`config.mk`:
```
export PLATFORM = sky130hd
export DESIGN_NAME = core_icache_axi_refill
export DESIGN_NICKNAME = d
export VERILOG_FILES = /design/src/rtl/core_icache_pkg.sv /design/src/rtl/core_icache_line_assembler.sv /design/src/rtl/core_icache_axi_refill.sv
export SDC_FILE = /design/constraint.sdc
export NUM_CORES = 1
export LEC_CHECK = 0
export CORE_MARGIN = 8
export CORE_UTILIZATION = 44
export DETAILED_ROUTE_END_ITERATION = 6
export PLACE_DENSITY = 0.86
export SETUP_SLACK_MARGIN = 0.15
export SLEW_MARGIN = 10
export SYNTH_ARGS = -nofsm -noshare
export SYNTH_HDL_FRONTEND = slang
export SYNTH_SLANG_ARGS = --single-unit
```
`constraint.sdc`:
```
create_clock -name i_clk -period 2.3 [get_ports i_clk]
set_input_delay 0.46 -clock i_clk [delete_from_list [all_inputs] [get_ports i_clk]]
set_output_delay 0.46 -clock i_clk [all_outputs]
set_load 0.005 [all_outputs]
```
`src/rtl/core_icache_pkg.sv`:
```
// Shared types and constants for the I-cache AXI refill path.
package core_icache_pkg;

    typedef enum logic [2:0] {
        ST_IDLE,
        ST_AR,
        ST_R,
        ST_DONE,
        ST_DRAIN
    } refill_state_t;

    localparam logic [1:0] AXI_BURST_INCR = 2'b01;
    localparam logic [1:0] AXI_BURST_WRAP = 2'b10;
    localparam logic [1:0] AXI_RESP_OKAY  = 2'b00;

    function automatic int refill_beats(input int line_width, input int bus_width);
        return line_width / bus_width;
    endfunction

    // AxSIZE encoding: log2 of bytes per beat
    function automatic int refill_arsize(input int bus_width);
        return $clog2(bus_width / 8);
    endfunction

endpackage

```
`src/rtl/core_icache_line_assembler.sv`:
```
// Collects R-channel beats into one cache line; slot index wraps from a start slot.
module core_icache_line_assembler #(
    parameter int LINE_WIDTH = 256,
    parameter int BEAT_WIDTH = 64,
    parameter int BEATS      = 4,
    parameter int CNT_W      = 2
) (
    input  logic                  clk,
    input  logic                  srst,
    input  logic                  clear,
    input  logic [CNT_W-1:0]      start_slot,
    input  logic                  beat_valid,
    input  logic [BEAT_WIDTH-1:0] beat_data,
    output logic                  last_beat,
    output logic [LINE_WIDTH-1:0] line
);

    logic [CNT_W-1:0] cnt_reg;
    logic [CNT_W-1:0] slot_idx;

    // BEATS is a power of two, so CNT_W-bit addition gives the mod-BEATS wrap
    assign slot_idx  = start_slot + cnt_reg;
    assign last_beat = (cnt_reg == CNT_W'(BEATS - 1));

    always_ff @(posedge clk) begin
        if (srst) begin
            cnt_reg <= '0;
        end else if (clear) begin
            cnt_reg <= '0;
        end else if (beat_valid) begin
            cnt_reg <= cnt_reg + CNT_W'(1);
        end
    end

    generate
        for (genvar gi = 0; gi < BEATS; gi++) begin : g_slot
            logic [BEAT_WIDTH-1:0] data_reg;

            always_ff @(posedge clk) begin
                if (srst) begin
                    data_reg <= '0;
                end else if (beat_valid && (slot_idx == CNT_W'(gi))) begin
                    data_reg <= beat_data;
                end
            end

            assign line[gi*BEAT_WIDTH +: BEAT_WIDTH] = data_reg;
        end
    endgenerate

endmodule

```
`src/rtl/core_icache_axi_refill.sv`:
```
// I-cache line refill over one AXI4 read burst. Define ICACHE_REFILL_WRAP_EN for
// critical-word-first (WRAP burst); otherwise an aligned INCR burst is issued.
module core_icache_axi_refill
    import core_icache_pkg::*;
#(
    parameter int ADDR_WIDTH     = 64,
    parameter int AXI_DATA_WIDTH = 256,
    parameter int BUS_DATA_WIDTH = 64,
    parameter int AXI_ID_WIDTH   = 4,
    parameter int AXI_ID         = 0
) (
    input  logic                      i_clk,
    input  logic                      i_rst,
    input  logic                      i_mem_req,
    input  logic [ADDR_WIDTH-1:0]     i_addr_from_control_to_axi,
    output logic                      o_mem_done,
    output logic [AXI_DATA_WIDTH-1:0] o_block_from_axi,
    output logic                      o_refill_err,
    output logic [AXI_ID_WIDTH-1:0]   o_arid,
    output logic [ADDR_WIDTH-1:0]     o_araddr,
    output logic [7:0]                o_arlen,
    output logic [2:0]                o_arsize,
    output logic [1:0]                o_arburst,
    output logic                      o_arvalid,
    input  logic                      i_arready,
    input  logic [AXI_ID_WIDTH-1:0]   i_rid,
    input  logic [BUS_DATA_WIDTH-1:0] i_rdata,
    input  logic [1:0]                i_rresp,
    input  logic                      i_rlast,
    input  logic                      i_rvalid,
    output logic                      o_rready
);

    localparam int BEATS    = refill_beats(AXI_DATA_WIDTH, BUS_DATA_WIDTH);
    localparam int CNT_W    = $clog2(BEATS);
    localparam int BEAT_OFF = refill_arsize(BUS_DATA_WIDTH);

    refill_state_t state_reg, state_next;

    logic [AXI_ID_WIDTH-1:0] arid_reg;
    logic [ADDR_WIDTH-1:0]   araddr_reg;
    logic [7:0]              arlen_reg;
    logic [2:0]              arsize_reg;
    logic [1:0]              arburst_reg;
    logic [CNT_W-1:0]        start_reg;
    logic                    err_reg;

    logic [ADDR_WIDTH-1:0]   araddr_next;
    logic [1:0]              arburst_next;
    logic [CNT_W-1:0]        start_next;
    logic                    accept;
    logic                    beat_fire;
    logic                    last_beat;
    logic                    beat_err;
    logic                    unused_rid;

    // Read IDs are not checked: only one burst is ever outstanding
    assign unused_rid = ^i_rid;

`ifdef ICACHE_REFILL_WRAP_EN
    localparam logic [ADDR_WIDTH-1:0] BEAT_ALIGN =
        ~((ADDR_WIDTH'(1) << BEAT_OFF) - ADDR_WIDTH'(1));
    assign araddr_next  = i_addr_from_control_to_axi & BEAT_ALIGN;
    assign arburst_next = AXI_BURST_WRAP;
    assign start_next   = i_addr_from_control_to_axi[BEAT_OFF+CNT_W-1:BEAT_OFF];
`else
    localparam logic [ADDR_WIDTH-1:0] LINE_ALIGN =
        ~((ADDR_WIDTH'(1) << (BEAT_OFF + CNT_W)) - ADDR_WIDTH'(1));
    assign araddr_next  = i_addr_from_control_to_axi & LINE_ALIGN;
    assign arburst_next = AXI_BURST_INCR;
    assign start_next   = '0;
`endif

    assign accept    = (state_reg == ST_IDLE) && i_mem_req;
    assign beat_fire = (state_reg == ST_R) && i_rvalid;
    // RLAST must appear on exactly the final beat
    assign beat_err  = (i_rresp != AXI_RESP_OKAY) || (i_rlast != last_beat);

    always_ff @(posedge i_clk) begin
        if (i_rst) begin
            state_reg <= ST_IDLE;
        end else begin
            state_reg <= state_next;
        end
    end

    always_comb begin
        state_next = state_reg;
        case (state_reg)
            ST_IDLE:  if (i_mem_req) state_next = ST_AR;
            ST_AR:    if (i_arready) state_next = ST_R;
            ST_R:     if (i_rvalid && last_beat) state_next = ST_DONE;
            ST_DONE:  state_next = i_mem_req ? ST_DRAIN : ST_IDLE;
            ST_DRAIN: if (!i_mem_req) state_next = ST_IDLE;
            default:  state_next = ST_IDLE;
        endcase
    end

    always_ff @(posedge i_clk) begin
        if (i_rst) begin
            arid_reg    <= '0;
            araddr_reg  <= '0;
            arlen_reg   <= '0;
            arsize_reg  <= '0;
            arburst_reg <= '0;
            start_reg   <= '0;
            err_reg     <= 1'b0;
        end else if (accept) begin
            arid_reg    <= AXI_ID_WIDTH'(AXI_ID);
            araddr_reg  <= araddr_next;
            arlen_reg   <= 8'(BEATS - 1);
            arsize_reg  <= 3'(BEAT_OFF);
            arburst_reg <= arburst_next;
            start_reg   <= start_next;
            err_reg     <= 1'b0;
        end else if (beat_fire && beat_err) begin
            err_reg     <= 1'b1;
        end
    end

    core_icache_line_assembler #(
        .LINE_WIDTH (AXI_DATA_WIDTH),
        .BEAT_WIDTH (BUS_DATA_WIDTH),
        .BEATS      (BEATS),
        .CNT_W      (CNT_W)
    ) u_line_assembler (
        .clk        (i_clk),
        .srst       (i_rst),
        .clear      (accept),
        .start_slot (start_reg),
        .beat_valid (beat_fire),
        .beat_data  (i_rdata),
        .last_beat  (last_beat),
        .line       (o_block_from_axi)
    );

    assign o_arid       = arid_reg;
    assign o_araddr     = araddr_reg;
    assign o_arlen      = arlen_reg;
    assign o_arsize     = arsize_reg;
    assign o_arburst    = arburst_reg;
    assign o_arvalid    = (state_reg == ST_AR);
    assign o_rready     = (state_reg == ST_R);
    assign o_mem_done   = (state_reg == ST_DONE);
    assign o_refill_err = (state_reg == ST_DONE) && err_reg;

endmodule

```
# Word-level counts from Yosys, hierarchy flattened
# Cells that the tools add are included.
[totals]
register_bits = 323
inputBits = 140
out_inout_bits = 341
word_cells = 44
[classes]
add_sub_neg = 1
eq_ne = 12
n_mux = 6
n_reduce_logical = 15
[ops]
columns = ["operator", "count"]
rows = [
  ["3-bit 2-to-1 mux", 5],
  ["3-bit case mux with 5 select lines", 1],
  ["1-bit logical AND", 9],
  ["3-bit by 2-bit equality test with 1-bit output (second input constant)", 2],
  ["2-bit equality test (second input constant)", 2],
  ["2-bit by 1-bit inequality test with 1-bit output (second input constant)", 2],
  ["2-bit inequality test (second input constant)", 2],
  ["4-bit AND reduction", 1],
  ["3-bit by 1-bit equality test with 1-bit output (second input constant)", 1],
  ["3-bit equality test (second input constant)", 1],
  ["3-bit zero test", 1],
  ["2-bit by 1-bit adder with 2-bit output (second input constant)", 1],
  ["2-bit by 1-bit equality test with 1-bit output (second input constant)", 1],
  ["2-bit zero test", 1],
  ["2-bit nonzero test", 1],
  ["2-bit OR reduction", 1],
  ["1-bit logical OR", 1],
  ["1-bit inequality test", 1],
]

# Depth between registers and ports, before layout
[logic_depth]
ltp_word = 4
ltp_mapped = 7
ltp_nobuf = 4

# Hierarchy
# A second synthesis with hierarchy kept.
[unflattened]
cells_unflattened = 1218
hier_area_um2 = 12812.3
[by_module_without_submodules]
columns = ["module", "n_inst", "cells_each", "area_each_um2", "seq_area_each_um2"]
rows = [
  ["core_icache_line_assembler", 1, 914, 10194.8, 5165.0],
  ["core_icache_axi_refill", 1, 304, 2617.5, 1281.2],
]

# Worst setup path before layout
# OpenSTA, ideal clock, no wires.
[synth_timing]
path_type = "reg2reg"
startpoint = "reg state_reg[2]"
endpoint = "reg araddr_reg[55] (netlist: o_araddr[55])"
setup_ns = 0.132
t_arrival_ns = 1.470
required_ns = 2.168
slack_ns = 0.698
path_stages_with_launch = 8
n_path_buf = 4
period_less_slack_ns = 1.602
cell_sequence = "dfxtp_1 -> buf_2 -> or4b_1 -> clkbuf_1 -> buf_2 -> buf_6 -> nand2_1 -> a21oi_1"
[synth_between]
elab_chain_len = 2
[synth_rtl]
columns = ["element", "line_no", "source"]
rows = [
  ["start: declaration", "core_icache_axi_refill.sv:38", "refill_state_t state_reg, state_next;"],
  ["start signal: assignment", "core_icache_axi_refill.sv:83", "state_reg <= state_next;"],
  ["3-bit zero test", "core_icache_axi_refill.sv:74", "assign accept = (state_reg == ST_IDLE) && i_mem_req;"],
  ["1-bit logical AND", "core_icache_axi_refill.sv:74", ""],
  ["end signal: assignment", "core_icache_axi_refill.sv:110", "araddr_reg <= araddr_next;"],
  ["end: declaration", "core_icache_axi_refill.sv:41", "logic [ADDR_WIDTH-1:0] araddr_reg;"],
]
# No other way between the ends.
# A chain may end at the register's enable or synchronous reset.

# Worst setup path after layout
[layout_timing]
startpoint = "reg state_reg[2]"
endpoint = "out o_refill_err"
[layout_between]
elab_chain_len = 2
[layout_rtl]
columns = ["element", "line_no", "source"]
rows = [
  ["3-bit by 2-bit equality test with 1-bit output", "core_icache_axi_refill.sv:145", "assign o_refill_err = (state_reg == ST_DONE) && err_reg;"],
  ["1-bit logical AND", "core_icache_axi_refill.sv:145", ""],
  ["end: declaration", "core_icache_axi_refill.sv:18", "output logic o_refill_err,"],
]
# No other way between the ends.

==> flow_summary.yaml <==
timing:
  finalMaxSlewViolations: 0
  fmax_mhz: 490
  rsz0062_at_grt: "no"
  setup_viol: 0
  hold_viol_final: 0
  finClkSkew_ps: 15.3
  tns_ps: 0
  min_period_ps: 2040
  period_share: 0.887
  hold_ws_ps: 451
grt:
  grt_max_degree: 90
  grt_antenna_before_repair: 0
  grt.overflow.total: 0
  grt.total_usage: 0.216
  grt_pass1_vias: 10700
  grt_pass1_wl_mm: 58.7
worst_hold_path:
  hp-start: "o_araddr[10]$_SDFFE_PP0P_"
  whs_path_depth: 2
  min_to: "o_araddr[10]$_SDFFE_PP0P_"
  hp-class: "reg -> reg"
final_layout:
  syn_to_final_growth_pct: 47.1
  regArea_sq_mm: 0.00646
  final_nets: 1796
  drive_above_1_share: 0.0538
  multi_input_area_sq_mm: 0.00568
  largest_reg_flops: 256
  nFillCells: 2176
  diodes: 0
  fin_cells: 2058
  design_area_sq_mm: 0.0186
clock_tree:
  numCtsBuffers: 35
  clk_latency_ps: 510
  cts_resized: 8
  htreeDepth: 2
  cts_tree: "yes"
  cts_buffer_depth: 3
  cts_setup_buffers: 0
  cts_hold_buf: 0
  clock-sinks: 322
  clockRootBuffer: "clkbuf_16"
  path_clk_slew_ps: 60
die:
  rows: 62
  die_w_um: 186
  start_util: 0.443
  core_region_area_sq_mm: 0.0285
  dieArea_sq_mm: 0.0344
  ios: 481
  die_h_um: 186
synth:
  yosysUniqueCellTypes: 29
  yosys.area.top_type_share: 0.509
  seq_area_frac_synth: 0.509
  synth_area_sq_mm: 0.0127
  postSynthAreaPerCell_sq_um: 10.4
  ys_async_sr_fraction: 0
  yosys.area.top_type: "dfxtp_1"
  synthFlopType: "dfxtp_1"
  synth_edf_count: 0
  synthCells: 1222
  yosys_warnings: 0
  yosys-top-cells-area: "dfxtp_1 (51%), mux2i_1 (20%), nand2b_1 (16%), nand2_1 (3.6%), a21oi_1 (2.4%)"
  synth_seq_cells: 322
placed_design:
  dp_hpwl_mm: 28.6
  placedInstanceArea_sq_mm: 0.0175
  gp_congestion: 0.799
  dp_cells: 1999
  portBuffers: 454
routing:
  vias: 10000
  drtIter0Drc: 390
  drt_pass1_iterations: 4
  drc: 0
  wl_per_cell_um: 19.1
  routed_wirelength_mm: 39.4
  antenna_left: 0
  vias_per_cell: 4.88
power:
  p_seq_frac: 0.475
  powerDensity_mw_per_mm2: 649
  p_leak_nw: 7.94
  peakVddDrop_mv: 0.649
  p_sw_frac: 0.222
  combPwrFrac: 0.085
  intPower_w: 0.00940
  switchingPower_w: 0.00269
  clkPwrFrac: 0.440
setup_path:
  end_kind: "output pin"
  r2r_cells: 4
  crit_arrival_ps: 1580
  cp_cell_sequence: "and3b_1 > and2_1 > dlygate4sd2_1"
  cp.required_ps: 1840
  worstSetupPathType: "reg -> out"
  crit_path_max_fanout: 8
  r2r_slack_ps: 590
  reg2reg_to: "u_line_assembler.g_slot[0].data_reg[38]$_SDFFE_PP0P_"
  critPathLaunchType: "register"
  r2r-start: "state_reg[0]$_SDFFE_PP0P_"
  cpPeakStageDelay_ps: 420
  critPathBufInv: 1
  cp_top_family: "flip-flops"
  cp_slowest_cell: "dfxtp_4"
status:
  status: "completed"
flow_run:
  cap_viol_max_count: 0
layout make-up:
class,count,area share
well taps,384,0.0258
flip-flops and latches,322,0.347
clock buffers,51,0.0536
inverters,2,0.000403
multi-input cells,809,0.305
repair buffers,482,0.263
clock inverters,8,0.00471
per-stage QoR:
stage          utilization  setup slack, ps  total power (W)
3_3_place_gp         0.613              102          0.00687
2_1_floorplan            -              698          0.00633
5_1_grt              0.652              175           0.0125
6_report             0.652              260           0.0121
4_1_cts              0.651              101           0.0122
3_5_place_dp         0.613             46.5          0.00689
cells by family after synthesis:
logic type	share of synthesized area
other	0.000296
and+or+nand+nor	0.208
muxes	0.203
adders and majority gates	0.00396
AOI/OAI and AO/OA	0.0252
xor gates and xnor gates	0.00138
buffers and inverters	0.0487
DFF	0.509
per-layer routing:
| metal | up-vias | global-route usage | part of all wire | wire length (um) |
|---|---|---|---|---|
| li1 | 4812 | - | - | - |
| met1 | 4740 | 0.226 | 0.37 | 14700 |
| met2 | 396 | 0.380 | 0.48 | 19000 |
| met3 | 91 | 0.0794 | 0.10 | 4010 |
| met4 | 0 | 0.100 | 0.043 | 1700 |
| met5 | - | 0 | 0 | 0 |
cell usage after synthesis (2+ instances only):
cell type,n
ha_1,4
dfxtp_1,322
nor3_1,2
a21oi_1,60
nand2b_1,321
nor2_1,7
clkbuf_1,53
buf_2,6
nor3b_1,2
nand2_1,120
and2_1,3
nand2_2,3
nor4_1,2
buf_6,9
inv_1,2
buf_4,37
mux2i_1,257
cell usage in the layout, fill, tap and decap left out, types with 2 or more instances in the layout:
cell,n
clkdlybuf4s50_1,449
nand2b_1,321
dfxtp_1,319
mux2i_1,257
nand2_1,119
a21oi_1,60
clkbuf_16,36
conb_1,17
buf_4,17
clkbuf_1,11
buf_12,11
nor2_1,6
clkbuf_8,5
ha_1,4
clkinv_2,3
dfxtp_4,3
inv_1,2
and2_1,2
nand2_2,2
nor3_1,2
nand2_4,2
nor4_1,2
inv_6,2
dlymetal6s2s_1,2
dlygate4sd2_1,2
power by group through the flow:
stage | combinational, W | sequential [W] | clock (W)
after CTS | 0.00103 | 0.00574 | 0.00543
after floorplan | 0.000466 | 0.00587 | 0
final | 0.00103 | 0.00574 | 0.00531
after detailed placement | 0.00102 | 0.00586 | 0
after global placement | 0.00101 | 0.00586 | 0
after global routing | 0.00111 | 0.00575 | 0.00566
worst min-delay path, stage by stage (launching register included):
cell and delay, ps:
dfxtp_1 300, nand2_1 50, a21oi_1 50
worst max-delay path by stage:
| stage | from | cells past startpoint | to |
|---|---|---|---|
| 2_1_floorplan | state_reg[2]$_SDFFE_PP0P_ | 7 | o_araddr[55]$_SDFFE_PP0P_ |
| 3_3_place_gp | i_rvalid | 6 | u_line_assembler.g_slot[2].data_reg[21]$_SDFFE_PP0P_ |
| 3_5_place_dp | i_rvalid | 5 | u_line_assembler.g_slot[1].data_reg[55]$_SDFFE_PP0P_ |
| 4_1_cts | state_reg[0]$_SDFFE_PP0P_ | 2 | o_arvalid |
| 5_1_grt | state_reg[2]$_SDFFE_PP0P_ | 3 | o_refill_err |
| 6_report | state_reg[2]$_SDFFE_PP0P_ | 3 | o_refill_err |
Power figures use the tool's default switching activity.
